--- src/rtl/aes_pkcs7_padder.sv ---
// aes_pkcs7_padder: appends PKCS#7 padding to a 32-bit plaintext stream so it fills whole 16-byte AES blocks.
module aes_pkcs7_padder #(
   parameter int LEN_W = 32
) (
   input  logic             clk_i,
   input  logic             rst_ni,
   input  logic             clear_i,
   input  logic             enable_i,
   input  logic             start_i,
   input  logic [LEN_W-1:0] len_i,
   input  logic             in_valid_i,
   output logic             in_ready_o,
   input  logic [31:0]      in_data_i,
   output logic             out_valid_o,
   input  logic             out_ready_i,
   output logic [31:0]      out_data_o,
   output logic [3:0]       out_strb_o,
   output logic             busy_o,
   output logic             done_o,
   output logic [LEN_W-1:0] word_cnt_o
);
   typedef enum logic [1:0] {IDLE, PASS, PAD, DRAIN} state_e;
   state_e state_q, state_d;
   logic [4:0]       pad_q;
   logic [1:0]       rem_q;
   logic [LEN_W-1:0] in_words_q, total_q, loaded_q, st_in_words, st_total;
   logic             load_ok, in_hs, out_hs, pad_ld, last_in;
   logic [7:0]       pad_byte;
   logic [31:0]      pass_data, ld_data;

   assign st_in_words = (len_i >> 2) + LEN_W'(|len_i[1:0]);
   assign st_total    = ((len_i >> 4) + LEN_W'(1)) << 2;
   assign load_ok     = enable_i & (~out_valid_o | out_ready_i);
   assign in_ready_o  = (state_q == PASS) & load_ok;
   assign in_hs       = in_valid_i & in_ready_o;
   assign out_hs      = out_valid_o & out_ready_i;
   assign pad_ld      = (state_q == PAD) & load_ok;
   // In PASS every loaded word is an input word, so loaded_q doubles as the input counter
   assign last_in     = loaded_q == in_words_q - LEN_W'(1);
   assign pad_byte    = {3'b000, pad_q};
   assign ld_data     = (state_q == PASS) ? pass_data : {4{pad_byte}};
   assign busy_o      = state_q != IDLE;
   assign done_o      = (state_q == DRAIN) & out_hs & ~clear_i;
   assign out_strb_o  = 4'hF;

   for (genvar k = 0; k < 4; k++) begin : g_lane
      assign pass_data[8*k +: 8] = (last_in && rem_q != 2'd0 && 2'(k) >= rem_q) ? pad_byte : in_data_i[8*k +: 8];
   end

   always_comb begin
      state_d = state_q;
      case (state_q)
         IDLE:  if (start_i) state_d = (st_in_words != '0) ? PASS : PAD;
         PASS:  if (in_hs && last_in) state_d = (loaded_q + LEN_W'(1) < total_q) ? PAD : DRAIN;
         PAD:   if (pad_ld && loaded_q + LEN_W'(1) == total_q) state_d = DRAIN;
         DRAIN: if (out_hs) state_d = IDLE;
         default: state_d = IDLE;
      endcase
      if (clear_i) state_d = IDLE;
   end

   always_ff @(posedge clk_i or negedge rst_ni) begin
      if (!rst_ni) state_q <= IDLE;
      else         state_q <= state_d;
   end

   always_ff @(posedge clk_i or negedge rst_ni) begin
      if (!rst_ni) begin
         pad_q       <= '0;
         rem_q       <= '0;
         in_words_q  <= '0;
         total_q     <= '0;
         loaded_q    <= '0;
         word_cnt_o  <= '0;
         out_valid_o <= 1'b0;
         out_data_o  <= '0;
      end else if (clear_i) begin
         pad_q       <= '0;
         rem_q       <= '0;
         in_words_q  <= '0;
         total_q     <= '0;
         loaded_q    <= '0;
         word_cnt_o  <= '0;
         out_valid_o <= 1'b0;
         out_data_o  <= '0;
      end else begin
         if (state_q == IDLE && start_i) begin
            pad_q      <= 5'd16 - {1'b0, len_i[3:0]};
            rem_q      <= len_i[1:0];
            in_words_q <= st_in_words;
            total_q    <= st_total;
            loaded_q   <= '0;
            word_cnt_o <= '0;
         end
         if (in_hs || pad_ld) begin
            out_data_o  <= ld_data;
            out_valid_o <= 1'b1;
            loaded_q    <= loaded_q + LEN_W'(1);
         end else if (out_hs) begin
            out_valid_o <= 1'b0;
         end
         if (out_hs) word_cnt_o <= word_cnt_o + LEN_W'(1);
         if (state_q == DRAIN && out_hs) loaded_q <= '0;
      end
   end
endmodule

--- config.mk ---
export PLATFORM = sky130hd
export DESIGN_NAME = aes_pkcs7_padder
export DESIGN_NICKNAME = d
export VERILOG_FILES = /design/src/rtl/aes_pkcs7_padder.sv
export SDC_FILE = /design/constraint.sdc
export NUM_CORES = 1
export LEC_CHECK = 0
export CORE_MARGIN = 2
export CORE_UTILIZATION = 35
export CTS_CLUSTER_DIAMETER = 100
export DETAILED_ROUTE_END_ITERATION = 16
export PLACE_DENSITY = 0.67
export SLEW_MARGIN = 20
export SYNTH_ARGS = -nofsm -noshare
export SYNTH_HDL_FRONTEND = slang
export SYNTH_SLANG_ARGS = --single-unit
--- constraint.sdc ---
create_clock -name clk_i -period 4.25 [get_ports clk_i]
set_input_delay 1.0625 -clock clk_i [delete_from_list [all_inputs] [get_ports clk_i]]
set_output_delay 1.0625 -clock clk_i [all_outputs]
set_load 0.01 [all_outputs]
# ---- Word level (Yosys, flattened, before mapping)
# Index checks and enable logic that the tools add are counted.
dict set report classes {
  order_cmp 5
  bitwise 10
  n_reduce_logical 21
  addsub 6
  muxes 32
  eq_ne 9
}
# cell count
set op_table {}
lappend op_table {{$mux W32} 13}
lappend op_table {{$add A32 B1 Y32 const B} 2}
lappend op_table {{$eq A32 B32 Y1} 2}
lappend op_table {{$lt A32 B32 Y1} 1}
lappend op_table {{$mux W8} 4}
lappend op_table {{$reduce_bool A32 Y1} 1}
lappend op_table {{$sub A32 B1 Y32 const B} 1}
lappend op_table {{$add A30 B1 Y31} 1}
lappend op_table {{$add A28 B1 Y29 const B} 1}
lappend op_table {{$mux W2} 8}
lappend op_table {{$mux W5} 2}
lappend op_table {{$logic_and A1 B1 Y1} 9}
lappend op_table {{$pmux W2 S4} 1}
lappend op_table {{$reduce_bool A2 Y1} 4}
lappend op_table {{$and A1 B1 Y1} 7}
lappend op_table {{$ne A3 B2 Y1 const B} 2}
lappend op_table {{$ne A3 B3 Y1 const B} 2}
lappend op_table {{$reduce_bool A3 Y1} 2}
lappend op_table {{$sub A5 B4 Y5 const A} 1}
lappend op_table {{$eq A2 B2 Y1 const B} 2}
lappend op_table {{$ge A1 B2 Y1 const A} 2}
lappend op_table {{$ge A2 B2 Y1 const A} 2}
lappend op_table {{$mux W1} 4}
lappend op_table {{$reduce_and A4 Y1} 1}
lappend op_table {{other kinds (7)} 8}
dict set report totals {
  register_bits 170
  inputBits 71
}

# ---- Logic depth before layout (Yosys ltp)
# Gate-level depths: netlist (run 1).
dict set report logic_depth {
  depth_word 9
  mapped_depth 16
  ltp_nobuf 16
}

# ---- Worst setup path before layout (run 1)
# OpenSTA, ideal clock, no wires.
dict set report synth_path {
  path_kind {register -> register}
  startpoint {register loaded_q[2]}
  endpoint {register state_q[1]}
  period_less_slack_ps 4092
  t_required_ps 4125
  path_slack_ps 158
  t_arrival_ps 3968
  setup_ps 125
  stages_incl_launch_ff 16
  cell_sequence {dfrtp_1 -> clkbuf_1 -> nand3_1 -> nor3_1 -> and2_1 -> and4_1 -> nand3_1 -> nor2_1 -> nand3_1 -> xnor2_1 -> ha_1 -> nand3_1 -> or4_1 -> o41ai_1 -> and3_1 -> mux2_2}
}
dict set report synth_via {
  elab_chain_len 5
  word_cells_on_any_way 8
}
# item line
set synth_lines {}
lappend synth_lines {{start: declaration} 26} ;# logic [LEN_W-1:0] in_words_q, total_q, loaded_q, st_in_words, st_total;
lappend synth_lines {{start signal: assignment} 98} ;# loaded_q <= loaded_q + LEN_W'(1);
lappend synth_lines {{$add A32 B1 Y32} 55} ;# PAD: if (pad_ld && loaded_q + LEN_W'(1) == total_q) state_d = DRAIN;
lappend synth_lines {{$eq A32 B32 Y1} 55}
lappend synth_lines {{$logic_and A1 B1 Y1} 55}
lappend synth_lines {{$ne A3 B2 Y1 (no source line)} -}
lappend synth_lines {{$reduce_and A4 Y1 (no source line) *} -}
lappend synth_lines {{end signal: assignment} 64} ;# else state_q <= state_d;
lappend synth_lines {{end: declaration} 23} ;# state_e state_q, state_d;
# Mark *: on every way between the ends. The rest lies on a longest branch, timed or not.
# A chain may end at the register's enable or synchronous reset.

# ---- Final worst setup path (run 1)
dict set report layout_path {
  startpoint {register loaded_q[0]}
  endpoint {register state_q[1]}
}
# Same word-level chain as after synthesis.

==> results of run 1 <==
==> metrics by stage <==
step | power [mW] | cell area, µm² | worst slack, ns
5_1_grt | 5.07 | 13800 | 0.00568
4_1_cts | 4.86 | 13800 | 0.0345
6_report | 4.86 | 13800 | 0.179
3_5_place_dp | 3.27 | 13200 | -0.428
3_3_place_gp | 3.25 | 13200 | -0.354
2_1_floorplan | 2.71 | 10900 | 0.158
==> layout make-up <==
cell class | count | area, µm² | area share, %
Clock inverter | 14 | 165 | 1.19
Sequential cell | 164 | 4100 | 29.6
Multi-Input combinational cell | 973 | 6330 | 45.7
Clock buffer | 18 | 429 | 3.10
Inverter | 47 | 176 | 1.27
Timing Repair Buffer | 238 | 2140 | 15.5
Tap cell | 396 | 495 | 3.58
==> worst min-delay path by stage <==
stage                start          end  cells after the start
2_1_floorplan  total_q[10]  total_q[10]                      2
3_3_place_gp   total_q[14]  total_q[14]                      2
3_5_place_dp    total_q[5]   total_q[5]                      2
4_1_cts         total_q[5]   total_q[5]                      2
5_1_grt         total_q[5]   total_q[5]                      2
6_report       total_q[18]  total_q[18]                      2
==> power by group <==
group          total (mW)  switching [mW]  internal [mW]  leakage (nW)
Combinational        1.46           0.851          0.610          3.20
Sequential           1.81           0.135           1.68          2.25
Clock                1.59           0.748          0.840         0.289
==> kinds of logic after synthesis <==
logic type	share of synthesized area, %
AOI/OAI and AO/OA	18.2
xor gates and xnor gates	10.8
adders and majority gates	4.58
buffers and inverters	5.18
DFF	37.6
muxes	0.847
other	0.0343
and+or+nand+nor	22.8
==> metal layers <==
layer  wire length [µm]  share of wire [%]  global-route usage, %  vias to the layer above
met3               1470                4.3                   2.59                       51
met4                777                2.3                   6.45                        0
met1              15600                 46                   28.7                     4984
li1                   -                  -                      -                     4862
met2              16000                 47                   33.4                      294
met5                  0                  0                      0                        -
==> layout by cell type (no fill, tap or decap), drive strengths merged, types with 3 or more instances in the layout <==
| cell type | synthesis | layout |
|---|---|---|
| a2111oi | 15 | 15 |
| a211oi | 8 | 8 |
| a21o | 16 | 16 |
| a21oi | 24 | 24 |
| a22o | 26 | 26 |
| a2bb2oi | 9 | 9 |
| a31oi | 14 | 14 |
| and2 | 7 | 7 |
| and3 | 20 | 20 |
| and4 | 6 | 6 |
| buf | 16 | 102 |
| clkbuf | 77 | 18 |
| clkdlybuf4s50 | 0 | 136 |
| clkinv | 0 | 5 |
| conb | 1 | 4 |
| dfrtp | 164 | 164 |
| ha | 40 | 40 |
| inv | 47 | 54 |
| mux2i | 7 | 7 |
| nand2 | 147 | 147 |
| nand2b | 8 | 8 |
| nand3 | 59 | 59 |
| nand3b | 3 | 3 |
| nand4 | 38 | 38 |
| nor2 | 104 | 104 |
| nor2b | 6 | 6 |
| nor3 | 44 | 44 |
| nor3b | 5 | 5 |
| nor4 | 17 | 17 |
| o211ai | 6 | 6 |
| o21ai | 126 | 126 |
| o31ai | 19 | 19 |
| o41ai | 10 | 10 |
| or2 | 4 | 4 |
| or3 | 10 | 10 |
| or4 | 13 | 13 |
| xnor2 | 82 | 82 |
| xor2 | 53 | 53 |
==> state kept, by name, indices dropped and copies added, names as in the netlist <==
name         count
out_valid_o      1
loaded_q        32
in_words_q      31
total_q         29
pad_q            4
rem_q            1
state_q          2
out_data_o      32
word_cnt_o      32
==> tightest hold or removal path, cell delays in order (launching register included) <==
cell and delay (ns):
dfrtp_1 0.35, nand2_1 0.05, o21ai_0 0.06
==> timing repair <==
item / CTS / global route
setup buffers: 0 / 0
setup endpoints to repair: 0 / 17
gates resized for setup: 0 / 8
hold endpoints to repair: 0 / 0
==> impl_results.md, run 1 <==
- Outcome: completed
- Distinct cells, synth: 73
- FMAX: 246 MHz
- Core Util, Final: 45.1%
- Mean post-synth cell area: 8.58 µm²
- Clk pin slew, worst setup/hold paths: 0.07 ns
- GP Congestion: 0.924
- Final net count: 1552
- Clock sink count: 164
- Hold Crit Class: register to register
- Layout area overhead: 26.7%
- Share of cells above drive strength 1: 12.2%
- Die Ht: 181 µm
- EDFF count, synth: 0
- CTS Root Cell: clkbuf_16
- Max VDD drop: 0.290 mV
- Clock Latency Late Sink: 0.45 ns
- H-tree depth: 4
- Number of global-route vias before repair: 9776
- Max-cap check violation count: 0
- Ys Warns: 0
- Die X: 181 µm
- Slowest CP cell: or4_4
- Floorplan row count: 64
- Sequential area share after synthesis: 37.6%
- Vias per cell: 5.51
- IO Port Bufs: 138
- Total Wirelength: 33800 µm
- CTS tree: done
- Detailed placer's ending HPWL: 25100 µm
- Drt wl/cell: 18.3 µm
- Kind of critical path: register to register
- Diodes inserted: 0
- Share of the synthesized area in the top cell type: 37.6%
- Fin Hold WS: 0.482 ns
- 1st-pass router iterations: 5
- Final Skew: 0.0171 ns
- Post-synth top area cell: dfrtp_1
- Count leader, synth: dfrtp_1
- Final setup fails: 0
- Fin cells: 1850
- Critical path capture point: state_q[1]
- Slack of the worst reg-to-reg path: 0.18 ns
- Vias: 10.2k
- Power density over the cells: 351 mW/mm²
- Slowest stage delay, CP: 0.58 ns
- Final ANT Viol Nets: 0
- Die area: 0.0326 mm²
- Hold_buf cts: 0
- Reg2reg end: state_q[1]
- First-pass GRT wire length: 54400 µm
- # fillers: 2952
- Worst slew margin: 29.4%
- Async S/R FF share, synth: 100%
- Worst EP arrival: 4.41 ns
- Syn Inst Count: 1274
- Min Tclk post-route: 4.07 ns
- Largest delay share family, worst path: simple AND/OR/NAND/NOR gates
- Slew Limit Fails: 0
- Final Hold Fails: 0
- Largest net degree at the start of global routing: 86
- Period utilization: 95.8%
- Initial antenna violation count: 0
- CP Data Required Time: 4.59 ns
- Worst r2r src: loaded_q[0]
- Max Root-Sink Buffers: 2
- Reg2reg path depth: 16
- Top post-synthesis cells by area: dfrtp_1 (38%), xnor2_1 (6.6%), o21ai_0 (5.7%), nand2_1 (5.1%), ha_1 (4.6%)
- GRT Resource Usage Total: 20.6%
- Worst Max-Slew Pin Slew: 1.06 ns
- # IOs: 143
- Placed Cells incl. Taps: 1818
- Synthesis-stage register bit count: 164
- LEAKAGE: 5.74 nW
- # DRC: 0
- Final setup TNS: 0 ns
- TritonCTS buffer count: 17
- Crit path from: loaded_q[0]
- Most used cell, CP: nand3_1
- Crit path max fanout: 3
- Worst path buffer plus inverter count: 1
- Crit path capture type: register
- Starting Density: 35.6%
- Mapped Area: 0.0109 mm²
- Remaining Overflow, GRT: 0
- Synth top cells by count: dfrtp_1 (164), nand2_1 (147), o21ai_0 (124)
- Most common flop cell mapped by yosys: dfrtp_1
- Critical Path Stages: 16
- CORE AREA: 0.0307 mm²
- Worst-path cell chain: ha_1 -> nand2_1 -> nor3_1 -> buf_4 -> and2_1 -> and4_1 -> nand3_1 -> nor2_1 -> nand3_1 -> xnor2_1 -> ha_1 -> nand3_1 -> or4_4 -> o41ai_2 -> and3_1 -> mux2_2
- RSZ-0062 raised after global routing: false
- Crit start category: register
- Number of DRC markers in iteration 0: 983
(Power assumes the default switching activity.)
==> inputs of run 2 (changes only) <==
--- a/config.mk
+++ b/config.mk
@@ -5,6 +5,7 @@
 export SDC_FILE = /design/constraint.sdc
 export NUM_CORES = 1
 export LEC_CHECK = 0
+export ABC_AREA = 1
 export CORE_MARGIN = 2
 export CORE_UTILIZATION = 35
 export CTS_CLUSTER_DIAMETER = 100
==> run 2 against run 1 <==
Clock power up 12%. First-iteration DRC count down 0.81%. Global-route usage is 1.8 points higher. Worst setup slack improved by 0.24 ns. Highest routed layer unchanged. Total power up 16%. Wire length is 13% higher.
==> impl_results.md, run 2 <==
- Clock sink count: 164
- Starting Density: 35.5%
- # fillers: 3291
- Combinational share of power: 35.9%
- CTS tree: done
- Final Hold Fails: 0
- Most common flop cell mapped by yosys: dfrtp_1
- Fin worst setup slack: 0.418 ns
- Count leader, synth: nand2_1
- Synth top cells by count: nand2_1 (393), inv_1 (250), dfrtp_1 (164)
- CP Data Required Time: 4.63 ns
- Initial antenna violation count: 0
- Hold_sp: out_data_o[22]
- FMAX: 261 MHz
- Commonest non-fill, non-tap cell in the layout: nand2_1
- Top post-synthesis cells by area: dfrtp_1 (36%), nand2_1 (13%), inv_1 (8.2%), xor2_1 (5.5%), nor2_1 (4.9%)
- Number of DRC markers in iteration 0: 975
- CORE AREA: 0.0325 mm²
- Min Tclk post-route: 3.83 ns
- NetSw: 2.23 mW
- Max Root-Sink Buffers: 2
- Vias per cell: 5.12
- Syn Inst Count: 1619
- Die area: 0.0344 mm²
- Remaining Overflow, GRT: 0
- GP Congestion: 0.958
- Crit start category: register
- Die X: 185 µm
- Clk pin slew, worst setup/hold paths: 0.07 ns
- First-pass GRT wire length: 59600 µm
- Switching Share: 39.5%
- Crit path from: loaded_q[2]
- Mean post-synth cell area: 7.11 µm²
- Floorplan row count: 66
- Period utilization: 90.2%
- Sequential power share: 32.5%
- Diodes inserted: 0
- Max VDD drop: 0.224 mV
- Postcts setup bufs: 0
- Most used cell, CP: inv_1
- Share of the synthesized area in the top cell type: 35.6%
- Slowest stage delay, CP: 0.43 ns
- Layout area overhead: 22.6%
- Post-synth top area cell: dfrtp_1
- Worst r2r src: loaded_q[2]
- Placed Cells incl. Taps: 2188
- Final setup fails: 0
- Multi-input logic area: 0.00629 mm²
- Final net count: 1876
- Core Util, Final: 43.5%
- TritonCTS buffer count: 17
- Sequential area share after synthesis: 35.6%
- Crit path max fanout: 5
- Drt wl/cell: 17.2 µm
- Final ANT Viol Nets: 0
- Largest registers: loaded_q: 32 flops, out_data_o: 32 flops, word_cnt_o: 32 flops
- Total Wirelength: 38100 µm
- Largest net degree at the start of global routing: 86
- Distinct cells, synth: 49
- Final setup TNS: 0 ns
- LEAKAGE: 6.53 nW
- CTS Root Cell: clkbuf_16
- Post-place setup slack: 0.245 ns
- Die Ht: 185 µm
- # DRC: 0
- EDFF count, synth: 0
- Final Skew: 0.0114 ns
- Vias: 11.4k
- Power density over the cells: 400 mW/mm²
- Clock Power Share: 31.5%
- Worst EP arrival: 4.22 ns
- Mapped Area: 0.0115 mm²
- Number of global-route vias before repair: 10.8k
- GRT Resource Usage Total: 22.4%
- IO Port Bufs: 138
- Synthesis-stage register bit count: 164
- Hold Crit Class: register to register
- Worst slew margin: 45.4%
- Async S/R FF share, synth: 100%
- # IOs: 143
- Outcome: completed
- RSZ-0062 raised after global routing: false
- Slew Limit Fails: 0
- Crit path capture type: register
- Hold_buf cts: 0
- Worst-path cell chain: nand3_1 -> nor3_2 -> inv_1 -> nor2_2 -> nand3_1 -> nor2_1 -> inv_1 -> nor2_1 -> nand3_1 -> xor2_1 -> inv_1 -> ha_1 -> inv_1 -> nor4_1 -> inv_1 -> nor2_1 -> nand2_1 -> a21oi_1 -> o21ai_0 -> nand2_1 -> nand3_1 -> o21ai_1
- Post-CTS Resized: 0
- Worst Max-Slew Pin Slew: 0.817 ns
- Kind of critical path: register to register
- Most frequent cells in the layout: nand2_1 (392), inv_1 (250), dfrtp_1 (164)
- Share of cells above drive strength 1: 6.81%
- Fin cells: 2218
- Detailed placer's ending HPWL: 29600 µm
- Clock Latency Late Sink: 0.45 ns
- Cell internal pwr: 3.42 mW
- Slowest CP cell: dfrtp_1
- Reg area: 0.00410 mm²
- 1st-pass router iterations: 5
- Ys Warns: 0
- Max-cap check violation count: 0
- H-tree depth: 4
run 2: cell types whose count changed after synthesis, moves of 20 or more:
cell,delta
nand2_1,+246
inv_1,+203
o22ai_1,+78
xnor2_1,-70
clkbuf_1,-51
nor2_1,+46
nand3_1,+44
o21ai_0,-43
a22o_1,-21
and3_1,-20
run 2: final timing paths:
check,to,slack [ns],cells after the start
hold reg to reg,out_data_o[22],0.48,2
hold / removal,out_data_o[22],0.48,2
max in group asynchronous,out_data_o[22],2.85,2
setup / recovery,state_q[0],0.42,22
setup reg to reg,state_q[0],0.42,22
min in group asynchronous,total_q[20],0.52,1
run 2: worst max-delay path: cells and delay by family (launching register included):
family          cells  cell delay (ns)
simple gates       12             2.05
flops               1             0.43
buf+inv             5             0.41
compound gates      3             0.37
fa+ha+maj           1             0.27
xor+xnor            1             0.22
run 2: final cells by class:
type / count / area share (%)
multi-input cells: 1165 / 44.6
flip-flops and latches: 164 / 29.1
repair buffers: 158 / 10.9
inverters: 259 / 6.89
well taps: 442 / 3.92
clock buffers: 17 / 3.01
clock inverters: 13 / 1.57
run 2: power groups by stage:
stage                     registers [mW]  logic (mW)  clock network (mW)
final                               1.84        2.03                1.78
after global routing                1.85        2.25                1.87
after CTS                           1.83        2.02                1.80
after detailed placement            1.86        2.01                   0
after global placement              1.86        2.00                   0
after floorplan                     1.84        1.36                   0
run 2: kinds of logic after synthesis:
logic type	after synthesis	synth area share (%)
adders and majority gates	40	4.35
other	1	0.0326
buffers and inverters	293	9.86
DFF	164	35.6
xor gates and xnor gates	84	6.39
and+or+nand+nor	803	31.8
AOI/OAI and AO/OA	234	11.9
run 2: per-layer routing:
metal	track usage, %	vias up	part of all wire, %
li1	-	5550	-
met5	0	-	0
met2	35.6	435	46
met4	8.63	0	3.1
met1	30.4	5318	44
met3	3.85	61	6.0
run 2: stage by stage:
step / hold WS, ns / area [µm²] / power (mW)
CTS: 0.489 / 14100 / 5.66
global route: 0.511 / 14100 / 5.98
floorplan: 0.459 / 11500 / 3.20
global placement: 0.463 / 13500 / 3.86
detailed placement: 0.465 / 13500 / 3.87
finish: 0.484 / 14100 / 5.65
==> inputs of run 3 (changes only) <==
--- a/config.mk
+++ b/config.mk
@@ -10,7 +10,8 @@
 export CORE_UTILIZATION = 35
 export CTS_CLUSTER_DIAMETER = 100
 export DETAILED_ROUTE_END_ITERATION = 16
-export PLACE_DENSITY = 0.67
+export GPL_TIMING_DRIVEN = 0
+export PLACE_DENSITY = 0.65
 export SLEW_MARGIN = 20
 export SYNTH_ARGS = -nofsm -noshare
 export SYNTH_HDL_FRONTEND = slang
==> constraint.sdc (replaced) <==
create_clock -name clk_i -period 5 [get_ports clk_i]
set_input_delay 1.25 -clock clk_i [delete_from_list [all_inputs] [get_ports clk_i]]
set_output_delay 1.25 -clock clk_i [all_outputs]
set_load 0.01 [all_outputs]
==> run 3 against run 2 <==
Sequential share of layout area shrank 0.072 points. Combinational power shrank 14%. Total power decreased by 16%. Clock power fell by 20%. Flip-flop and latch count is the same. Global-route usage about the same. Register-to-register slack improved by 0.36 ns. Count of clock-buffer cells in the layout is the same. Final cell count rose by 0.77%. Hold slack got worse by 0.0042 ns. Largest cell class unchanged. Largest power group unchanged.
==> impl_results.md, run 3 (synthesis results as in run 2) <==
- Final Cell Area: 0.0141 mm²
- Floorplan row count: 66
- Starting Density: 35.5%
- Crit start category: input pin
- Worst Max-Slew Pin Slew: 1.22 ns
- Outcome: completed
- Number of DRC markers in iteration 0: 780
- Reg2reg path depth: 22
- Largest registers: loaded_q: 32 flops, out_data_o: 32 flops, word_cnt_o: 32 flops
- Period utilization: 95.3%
- Commonest non-fill, non-tap cell in the layout: nand2_1
- Final setup fails: 0
- Postcts setup bufs: 0
- Post-CTS Resized: 1
- Min Tclk post-route: 4.76 ns
- # DRC: 0
- First-pass GRT wire length: 59600 µm
- 1st-pass router iterations: 5
- TritonCTS buffer count: 17
- Hold Path Stages: 2
- Hold Crit Class: register to register
- Die area: 0.0344 mm²
- Crit path capture type: output pin
- Clock Latency Late Sink: 0.45 ns
- Crit path max fanout: 10
- Clk pin slew, worst setup/hold paths: 0.07 ns
- IO Port Bufs: 138
- Remaining Overflow, GRT: 0
- CORE AREA: 0.0325 mm²
- Number of global-route vias before repair: 11.0k
- Worst EP arrival: 3.51 ns
- Die X: 185 µm
- Detailed placer's ending HPWL: 30100 µm
- Hold_buf cts: 0
- # fillers: 3280
- DP Area: 0.0135 mm²
- GP Congestion: 0.911
- Initial antenna violation count: 0
- CTS tree: done
- Final net count: 1892
- Worst slew margin: 18.0%
- Layout area overhead: 22.9%
- Max VDD drop: 0.213 mV
- Final ANT Viol Nets: 0
- Slew Limit Fails: 0
- FMAX: 210 MHz
- Drt wl/cell: 16.9 µm
- Max Root-Sink Buffers: 2
- Power density over the cells: 334 mW/mm²
- Final Hold Fails: 0
- Total Wirelength: 37700 µm
- GRT Resource Usage Total: 22.5%
- Largest net degree at the start of global routing: 80
- RSZ-0062 raised after global routing: false
- Core Util, Final: 43.6%
- H-tree depth: 4
- Final Skew: 0.0156 ns
- Vias: 11.4k
- LEAKAGE: 6.52 nW
- Clock sink count: 164
- CP Data Required Time: 3.75 ns
- Max-cap check violation count: 0
- Share of cells above drive strength 1: 6.19%
- Most frequent cells in the layout: nand2_1 (393), inv_1 (250), dfrtp_1 (164)
- Die Ht: 185 µm
- Diodes inserted: 0
- Kind of critical path: input pin to output pin
- # IOs: 143
- CTS Root Cell: clkbuf_16
- Vias per cell: 5.08
[run 3: cell count changes in the layout (fill, tap and decap cells not counted), sizes merged]
cell | before | now
clkbuf | 17 | 43
buf | 21 | 11
bufinv | 5 | 3
clkinv | 5 | 6
clkinvlp | 1 | 2
inv | 261 | 262
[run 3: final timing paths]
| check | from | end | slack (ns) |
|---|---|---|---|
| max | out_ready_i | done_o | 0.24 |
| min | out_data_o[16] | out_data_o[16] | 0.48 |
| max reg2reg | loaded_q[2] | state_q[0] | 0.78 |
| min reg2reg | out_data_o[16] | out_data_o[16] | 0.48 |
| max in group asynchronous | rst_ni | loaded_q[10] | 3.37 |
| min in group asynchronous | rst_ni | total_q[23] | 0.64 |
[run 3: through the flow]
stage | setup WS (ns) | cells | hold WS (ns) | TNS, ns | power (mW)
3_3_place_gp | -4.53 | 2202 | 0.466 | -739.33 | 3.27
4_1_cts | 0.0328 | 2235 | 0.486 | 0 | 4.73
5_1_grt | 0.0732 | 2235 | 0.503 | 0 | 5.01
6_report | 0.237 | 2235 | 0.480 | 0 | 4.72
2_1_floorplan | 1.52 | 1622 | 0.459 | 0 | 2.72
3_5_place_dp | -0.264 | 2204 | 0.466 | -0.264 | 3.30
[run 3: per-layer routing]
layer  wire (µm)  vias to the layer above  track usage (%)
li1            -                     5596                -
met1       17100                     5356             29.6
met2       17800                      331             37.0
met3        1480                       67             2.91
met4        1390                        0             9.52
met5           0                        -                0
[run 3: cell type report]
| type | count | area, µm² | area share [%] |
|---|---|---|---|
| Buffer | 34 | 163 | 1.15 |
| Inverter | 259 | 972 | 6.87 |
| Clock inverter | 14 | 195 | 1.38 |
| Sequential cell | 164 | 4100 | 29.0 |
| Multi-Input combinational cell | 1165 | 6290 | 44.5 |
| Timing Repair Buffer | 140 | 1440 | 10.2 |
| Tap cell | 442 | 553 | 3.91 |
| Clock buffer | 17 | 425 | 3.01 |
[run 3: critical path, stage by stage]
cell and delay, ns:
clkdlybuf4s50_1 0.50, nand2_1 0.15, nor2_4 0.30, inv_1 0.19, clkbuf_1 0.32, nor2_1 0.24, clkdlybuf4s50_1 0.57
[run 3: where the power goes]
part	leakage (nW)	internal [mW]	switching, mW
Sequential	2.26	1.45	0.102
Combinational	3.96	0.580	1.16
Clock	0.299	0.802	0.631
